==> src/rtl/led_pkg.sv <==
// Shared definitions for the LED pattern sequencer: key indices, the key bus
// width and helpers that size the phase and toggle counters.
// Optional build macro: LED_PATTERN_PAUSE_EN adds the pause key (KEY[3]).
package led_pkg;

    localparam int KEY_SLOW    = 0;
    localparam int KEY_FAST    = 1;
    localparam int KEY_DEFAULT = 2;
    localparam int KEY_PAUSE   = 3;

`ifdef LED_PATTERN_PAUSE_EN
    localparam int KEY_W = 4;
`else
    localparam int KEY_W = 3;
`endif

    // 0.25 s at 50 MHz
    localparam int TICK_STEP_DEFAULT = 12500000;

    // Phase runs 0..num_ch (num_ch itself is the all-banks phase).
    function automatic int phase_w(input int num_ch);
        return (num_ch < 1) ? 1 : $clog2(num_ch + 1);
    endfunction

    // Toggle runs 0..2*flashes-1.
    function automatic int toggle_w(input int flashes);
        return (flashes < 1) ? 1 : $clog2(2 * flashes);
    endfunction

endpackage

==> src/rtl/led_pattern_sequencer_if.sv <==
// Board-side bundle of the sequencer: push-buttons in, LEDs and step count out.
// Ports: KEY (active-low buttons, 3 bits or 4 with LED_PATTERN_PAUSE_EN),
//        LED (NUM_CH*WIDTH), STEP (4-bit period in steps).
// No handshake: all signals are free-running levels.
interface led_pattern_sequencer_if #(
    parameter int NUM_CH = 2,
    parameter int WIDTH  = 8
);
    logic [led_pkg::KEY_W-1:0] KEY;
    logic [NUM_CH*WIDTH-1:0]   LED;
    logic [3:0]                STEP;

    // master: board / testbench side that drives the buttons
    modport master (output KEY, input LED, input STEP);
    // slave: the sequencer
    modport slave  (input KEY, output LED, output STEP);
endinterface

==> src/rtl/key_release_detect.sv <==
// Purpose: two-flop synchroniser for one active-low button plus a release-edge pulse.
// Latency: pulse is high in the cycle after the 2nd edge that sees the key high.
// Backpressure: none; a pulse that nobody consumes is simply lost.
// Ports: clk, rst (sync active-high), key_n (raw button), level (synchronised
//        button level), rel_pulse (one-cycle release pulse).
module key_release_detect (
    input  logic clk,
    input  logic rst,
    input  logic key_n,
    output logic level,
    output logic rel_pulse
);
    logic meta;
    logic sync;
    logic prev;

    // Flops reset to 1 (button released) so leaving reset never looks like a release.
    always_ff @(posedge clk) begin
        if (rst) begin
            meta <= 1'b1;
            sync <= 1'b1;
            prev <= 1'b1;
        end else begin
            meta <= key_n;
            sync <= meta;
            prev <= sync;
        end
    end

    assign level     = sync;
    assign rel_pulse = sync & ~prev;
endmodule

==> src/rtl/led_pattern_sequencer.sv <==
// Purpose: flashes NUM_CH LED banks one at a time then all together, FLASHES times per phase.
// Latency: LED/STEP registered; first flash steps*TICK_STEP edges after reset, key acts 3 edges after release.
// Backpressure: none; outputs are free-running, losing key pulses are dropped.
// Ports: CLOCK_50, RESET (sync active-high), io (slave modport: KEY in, LED/STEP out).
// Optional build macro: LED_PATTERN_PAUSE_EN enables KEY[3] pause toggle.
module led_pattern_sequencer import led_pkg::*; #(
    parameter int NUM_CH        = 2,
    parameter int WIDTH         = 8,
    parameter int TICK_STEP     = TICK_STEP_DEFAULT,
    parameter int MIN_STEPS     = 1,
    parameter int MAX_STEPS     = 8,
    parameter int DEFAULT_STEPS = 2,
    parameter int FLASHES       = 3
) (
    input  logic                    CLOCK_50,
    input  logic                    RESET,
    led_pattern_sequencer_if.slave  io
);
    localparam int P_W = phase_w(NUM_CH);
    localparam int T_W = toggle_w(FLASHES);
    localparam int LW  = NUM_CH * WIDTH;

    localparam logic [P_W-1:0] P_ALL  = P_W'(NUM_CH);
    localparam logic [T_W-1:0] T_LAST = T_W'(2 * FLASHES - 1);
    localparam logic [3:0]     S_MIN  = 4'(MIN_STEPS);
    localparam logic [3:0]     S_MAX  = 4'(MAX_STEPS);
    localparam logic [3:0]     S_DEF  = 4'(DEFAULT_STEPS);

    // ---------------------------------------------------------------- keys
    logic [KEY_W-1:0] key_lvl;
    logic [KEY_W-1:0] key_rel;

    for (genvar i = 0; i < KEY_W; i++) begin : g_key
        key_release_detect u_key (
            .clk       (CLOCK_50),
            .rst       (RESET),
            .key_n     (io.KEY[i]),
            .level     (key_lvl[i]),
            .rel_pulse (key_rel[i])
        );
    end

    // Only the restore key is used as a level; the others only as pulses.
    logic unused_key;
    assign unused_key = ^{key_lvl, key_rel};

    logic restore;
    assign restore = ~key_lvl[KEY_DEFAULT];

    // ---------------------------------------------------------------- state
    logic [31:0]    tick_cnt, tick_nx;
    logic [3:0]     steps,    steps_nx;
    logic [P_W-1:0] phase,    phase_nx;
    logic [T_W-1:0] tog,      tog_nx;
    logic [LW-1:0]  led,      led_nx;
    logic           run;

`ifdef LED_PATTERN_PAUSE_EN
    logic paused;

    always_ff @(posedge CLOCK_50) begin
        if (RESET)
            paused <= 1'b0;
        else if (key_rel[KEY_PAUSE])
            paused <= ~paused;
    end

    assign run = ~paused;
`else
    assign run = 1'b1;
`endif

    always_ff @(posedge CLOCK_50) begin
        if (RESET) begin
            tick_cnt <= '0;
            steps    <= S_DEF;
            phase    <= '0;
            tog      <= '0;
            led      <= '0;
        end else begin
            tick_cnt <= tick_nx;
            steps    <= steps_nx;
            phase    <= phase_nx;
            tog      <= tog_nx;
            led      <= led_nx;
        end
    end

    // ---------------------------------------------------------------- next state
    logic [31:0] period_last;
    logic        flash;
    logic        period_chg;

    assign period_last = 32'(steps) * 32'(TICK_STEP) - 32'd1;

    always_comb begin
        tick_nx    = tick_cnt;
        steps_nx   = steps;
        phase_nx   = phase;
        tog_nx     = tog;
        led_nx     = led;
        flash      = 1'b0;
        period_chg = 1'b0;

        if (restore) begin
            // Restore held: timer parked at zero, pattern frozen, keys ignored.
            steps_nx = S_DEF;
            tick_nx  = '0;
        end else begin
            // Slow beats fast; a slow pulse at MAX still swallows a coincident fast.
            if (key_rel[KEY_SLOW]) begin
                if (steps < S_MAX) begin
                    steps_nx   = steps + 4'd1;
                    period_chg = 1'b1;
                end
            end else if (key_rel[KEY_FAST]) begin
                if (steps > S_MIN) begin
                    steps_nx   = steps - 4'd1;
                    period_chg = 1'b1;
                end
            end

            flash = run && (tick_cnt == period_last);

            if (flash || period_chg)
                tick_nx = '0;
            else if (run)
                tick_nx = tick_cnt + 32'd1;

            if (flash) begin
                led_nx = '0;
                if (!tog[0]) begin
                    for (int b = 0; b < NUM_CH; b++) begin
                        if (phase == P_ALL || phase == P_W'(b))
                            led_nx[b*WIDTH +: WIDTH] = '1;
                    end
                end

                if (tog == T_LAST) begin
                    tog_nx   = '0;
                    phase_nx = (phase == P_ALL) ? '0 : phase + P_W'(1);
                end else begin
                    tog_nx = tog + T_W'(1);
                end
            end
        end
    end

    // ---------------------------------------------------------------- outputs
    assign io.LED  = led;
    assign io.STEP = steps;

endmodule
==> src/flat_wrapper.sv <==
// flat-port wrapper written by rule: the top's interface ports become plain ports
module led_pattern_sequencer_flat import led_pkg::*;
#(
    parameter int NUM_CH        = 2,
    parameter int WIDTH         = 8,
    parameter int TICK_STEP     = TICK_STEP_DEFAULT,
    parameter int MIN_STEPS     = 1,
    parameter int MAX_STEPS     = 8,
    parameter int DEFAULT_STEPS = 2,
    parameter int FLASHES       = 3
)
  (CLOCK_50, RESET, io_KEY, io_LED, io_STEP);
  led_pattern_sequencer_if #(.NUM_CH(NUM_CH), .WIDTH(WIDTH)) io_i ();
  input  logic CLOCK_50;
  input  logic RESET;
  input wire logic [$bits(io_i.KEY)-1:0] io_KEY;
  output wire logic [$bits(io_i.LED)-1:0] io_LED;
  output wire logic [$bits(io_i.STEP)-1:0] io_STEP;
  assign io_i.KEY = io_KEY;
  assign io_LED = io_i.LED;
  assign io_STEP = io_i.STEP;
  led_pattern_sequencer #(.NUM_CH(NUM_CH), .WIDTH(WIDTH), .TICK_STEP(TICK_STEP), .MIN_STEPS(MIN_STEPS), .MAX_STEPS(MAX_STEPS), .DEFAULT_STEPS(DEFAULT_STEPS), .FLASHES(FLASHES)) u_core (.CLOCK_50(CLOCK_50), .RESET(RESET), .io(io_i));
endmodule
==> config.mk <==
export PLATFORM = sky130hd
export DESIGN_NAME = led_pattern_sequencer_flat
export DESIGN_NICKNAME = d
export VERILOG_FILES = /design/src/rtl/led_pkg.sv /design/src/rtl/led_pattern_sequencer_if.sv /design/src/rtl/key_release_detect.sv /design/src/rtl/led_pattern_sequencer.sv /design/src/flat_wrapper.sv
export SDC_FILE = /design/constraint.sdc
export NUM_CORES = 1
export LEC_CHECK = 0
export BUFFER_PORTS_ARGS = -buffer_cell sky130_fd_sc_hd__buf_2
export CELL_PAD_IN_SITES_DETAIL_PLACEMENT = 1
export CELL_PAD_IN_SITES_GLOBAL_PLACEMENT = 2
export CORE_ASPECT_RATIO = 0.75
export CORE_UTILIZATION = 42
export CTS_BUF_LIST = sky130_fd_sc_hd__clkbuf_4
export DETAILED_ROUTE_END_ITERATION = 8
export GPL_TIMING_DRIVEN = 0
export PLACE_DENSITY = 0.87
export SYNTH_ARGS = -nofsm -noshare
export SYNTH_HDL_FRONTEND = slang
export SYNTH_SLANG_ARGS = --single-unit
==> constraint.sdc <==
create_clock -name CLOCK_50 -period 15.6 [get_ports CLOCK_50]
set_input_delay 1.56 -clock CLOCK_50 [delete_from_list [all_inputs] [get_ports CLOCK_50]]
set_output_delay 1.56 -clock CLOCK_50 [all_outputs]
set_load 0.1 [all_outputs]
==> flow_summary.toml <==
[sta]
max-slew-margin-rel_pct = 50.0
setup_violations = 0
tightestPinTransition_ps = 743
hold_violations = 0
fin_tns_setup_ps = 0
period_share_pct = 39.4
rsz0062_at_grt = "no"
maxSlewViolCount = 0
clock.fmax_mhz = 163
fin_crit_ps = 6150
setup_slack_ps = 9450
skew_ps = 22.3

[cts]
clk_latency_ps = 400
numClockSinks = 51
clockBufferDepth = 2
htree_levels = 2
postCtsSetupRepairBufs = 0
cts_tree = "yes"
cts_buffers = 5
clk_pin_slew_ps = 140
cts-root-buf = "clkbuf_4"
cts_resized = 0
hold_buffers = 0

[run_status]
run_status = "completed"

[setup_path]
cp-end-kind = "flop"
crit_required_ps = 15890
critical_path_class = "reg -> reg"
cp-start-kind = "flop"
arrival_ps = 6440
crit_end = "u_core.tick_cnt[6]"
rr_endpoint = "u_core.tick_cnt[6]"
cp_max_fo = 10
reg2reg_from = "u_core.io.STEP[2]"
crit_path_start = "u_core.io.STEP[2]"
rr_worst_depth = 18
r2r_setup_slack_ps = 9450

[power_and_ir_drop]
pwr-share-comb_pct = 26.2
p_leak_nw = 1.90
power_density_mw_per_mm2 = 64.1
peakVddDrop_mv = 0.0366
power_frac_clock_pct = 27.1
pwr-share-seq_pct = 46.6
p_sw_share_pct = 31.8
p_sw_uw = 91.4
internal_power_uw = 196

[layout]
drive_gt1_share_pct = 14.4
n_antenna_cell = 0
stdcell_area_mm2 = 0.00448
fillers = 1181
layout.nets = 570
layout_commonest_cell = "nor2_1"
synthToLayoutAreaGrowth_pct = 8.61
seqCellArea_mm2 = 0.00102
mostFrequentLayoutCells = "64 x nor2_1, 51 x dfxtp_1, 37 x xnor2_1"
multi_input_area_mm2 = 0.00286

[logic_synthesis]
synthFlopType = "dfxtp_1"
synth_top_family_by_area = "simple AND/OR/NAND/NOR gates"
syn-instance-count = 498
synth-compound-area-share_pct = 12.6
syn_area_per_cell_um2 = 8.29
ys_warn_count = 0
syn_nets = 539
ys_seq_area_share_pct = 24.7
synth_edf_count = 0
ys_types = 68
ys_ff_latch = 51
synthSimpleGateAreaFrac_pct = 26.2
synth_fa_ha_area_share_pct = 11.8
syn-cell-area_mm2 = 0.00413
synth_mux_area_share_pct = 2.94
synthArstFlopShare_pct = 0
yosys.area_share.xor_xnor_pct = 15.9

[global_route]
grt_pass1_vias = 3527
grt_max_degree = 15
antenna_found_initial = 0
busiest_layer = "met2"
grt_pass1_wl_um = 17800
grt_usage_pct = 22.6
grtUsageMet1_pct = 32.2
globalRouteOverflowTotal = 0
grt_util_met2_pct = 36.6
grt.met3_usage_pct = 3.60

[drt]
viasPerCell = 5.42
first_iter_violations = 159
detail_route.wl_per_cell_um = 16.7
vias = 3558
first_pass_iters = 4
wl_um = 11000
ant_nets = 0
drcViolationCount = 0

[placed_design]
dp_hpwl_um = 8710
detailed_place.area_mm2 = 0.00441
pre_cts_slack_ps = 9400
gp_congestion = 0.855
portBuffers = 24

[run]
drv_cap = 0

[floorplanning]
row_count = 30
chipHeight_um = 87.8
io_pins = 25
start_util_pct = 44.5
die-area_mm2 = 0.0102
core_mm2 = 0.00927
die_w_um = 116

[worst_hold_path]
min-delay-path-class = "reg -> reg"
[stage by stage]
stage / utilization (%) / std cells / power, mW / hold WS [ps]
final: 48.3 / 657 / 0.287 / 426
after floorplan: - / 498 / 0.194 / 389
after global routing: 48.3 / 657 / 0.304 / 440
after global placement: 47.5 / 650 / 0.209 / 394
after CTS: 48.3 / 657 / 0.289 / 432
after detailed placement: 47.5 / 650 / 0.211 / 398
[per-layer routing]
| layer | part of all wire, % | wire length [um] |
|---|---|---|
| met3 | 2.0 | 216 |
| met4 | 0.60 | 66 |
| met5 | 0 | 0 |
| met2 | 44 | 4880 |
| met1 | 53 | 5830 |
[critical path: stages (launching register included)]
cell and delay [ps]:
dfxtp_1 640, inv_1 260, fa_1 670, xor2_1 160
ha_1 200, or2_2 290, ha_1 270, clkbuf_1 340
nand4_1 210, nor4_1 450, a211oi_1 170, o31ai_1 640
nor2_1 180, nor3_1 210, o22a_1 160, mux2i_1 130
o31ai_1 610, buf_2 360, nor2_1 90
[cell type report]
class	instances	share of cell area [%]
sequential	51	22.8
clock inverter	1	0.670
timing repair buffer	24	2.68
buffer	29	3.80
tap	128	3.57
inverter	19	1.59
clock buffer	6	1.01
multi-input combinational	399	63.9
[registers in the layout, indices dropped and copies added (netlist names)]
name                      cells
u_core.io.STEP                4
u_core.g_key.u_key.prev       2
u_core.tick_cnt              32
u_core.io.LED                 2
u_core.g_key.u_key.level      3
u_core.phase                  2
u_core.g_key.u_key.meta       3
u_core.tog                    3
[power by group through the flow]
stage	Sequential (mW)	Combinational (mW)	Clock (mW)
2_1_floorplan	0.138	0.0562	0
3_3_place_gp	0.137	0.0720	0
3_5_place_dp	0.137	0.0746	0
4_1_cts	0.134	0.0752	0.0802
5_1_grt	0.134	0.0843	0.0854
6_report	0.134	0.0754	0.0780
[how the worst min path moves through the flow]
stage	end	startpoint	cells after the start	slack, ps
6_report	u_core.g_key[0].u_key.level	u_core.g_key[0].u_key.meta	1	430
5_1_grt	u_core.g_key[0].u_key.level	u_core.g_key[0].u_key.meta	1	440
4_1_cts	u_core.g_key[2].u_key.level	u_core.g_key[2].u_key.meta	1	430
3_5_place_dp	u_core.g_key[2].u_key.level	u_core.g_key[2].u_key.meta	1	400
3_3_place_gp	u_core.g_key[0].u_key.level	u_core.g_key[0].u_key.meta	1	390
2_1_floorplan	u_core.g_key[0].u_key.level	u_core.g_key[0].u_key.meta	1	390
[cells by family (layout without fill, tap and decap cells)]
group | after synthesis | in the layout
muxes | 11 | 11
xor gates and xnor gates | 73 | 73
buffers and inverters | 48 | 79
DFF | 51 | 51
AOI/OAI and AO/OA | 72 | 72
adders and majority gates | 36 | 36
and+or+nand+nor | 207 | 207
[cell usage after synthesis, types with 5 or more instances]
master    number  area [um^2]
nand3_1       17         85.1
nand4_1        6         37.5
and3_1        14         87.6
inv_1         19         71.3
fa_1           5          100
xor2_1        35          307
a21oi_1       11         55.1
nor2b_1        5         31.3
clkbuf_1       6         22.5
mux2i_1        8         80.1
a21o_1         9         67.6
o211ai_1       5         37.5
buf_4         14          105
nor2_1        64          240
o21ai_0       11         55.1
nor3_1        17         85.1
buf_2          6         30.0
a211oi_1       5         37.5
dfxtp_1       51         1020
nand2b_1       9         56.3
xnor2_1       37          324
or2_2          9         56.3
nand2_1       34          128
ha_1          31          388
a31oi_1        5         31.3
Note: power is estimated with default switching activity, not from simulation.
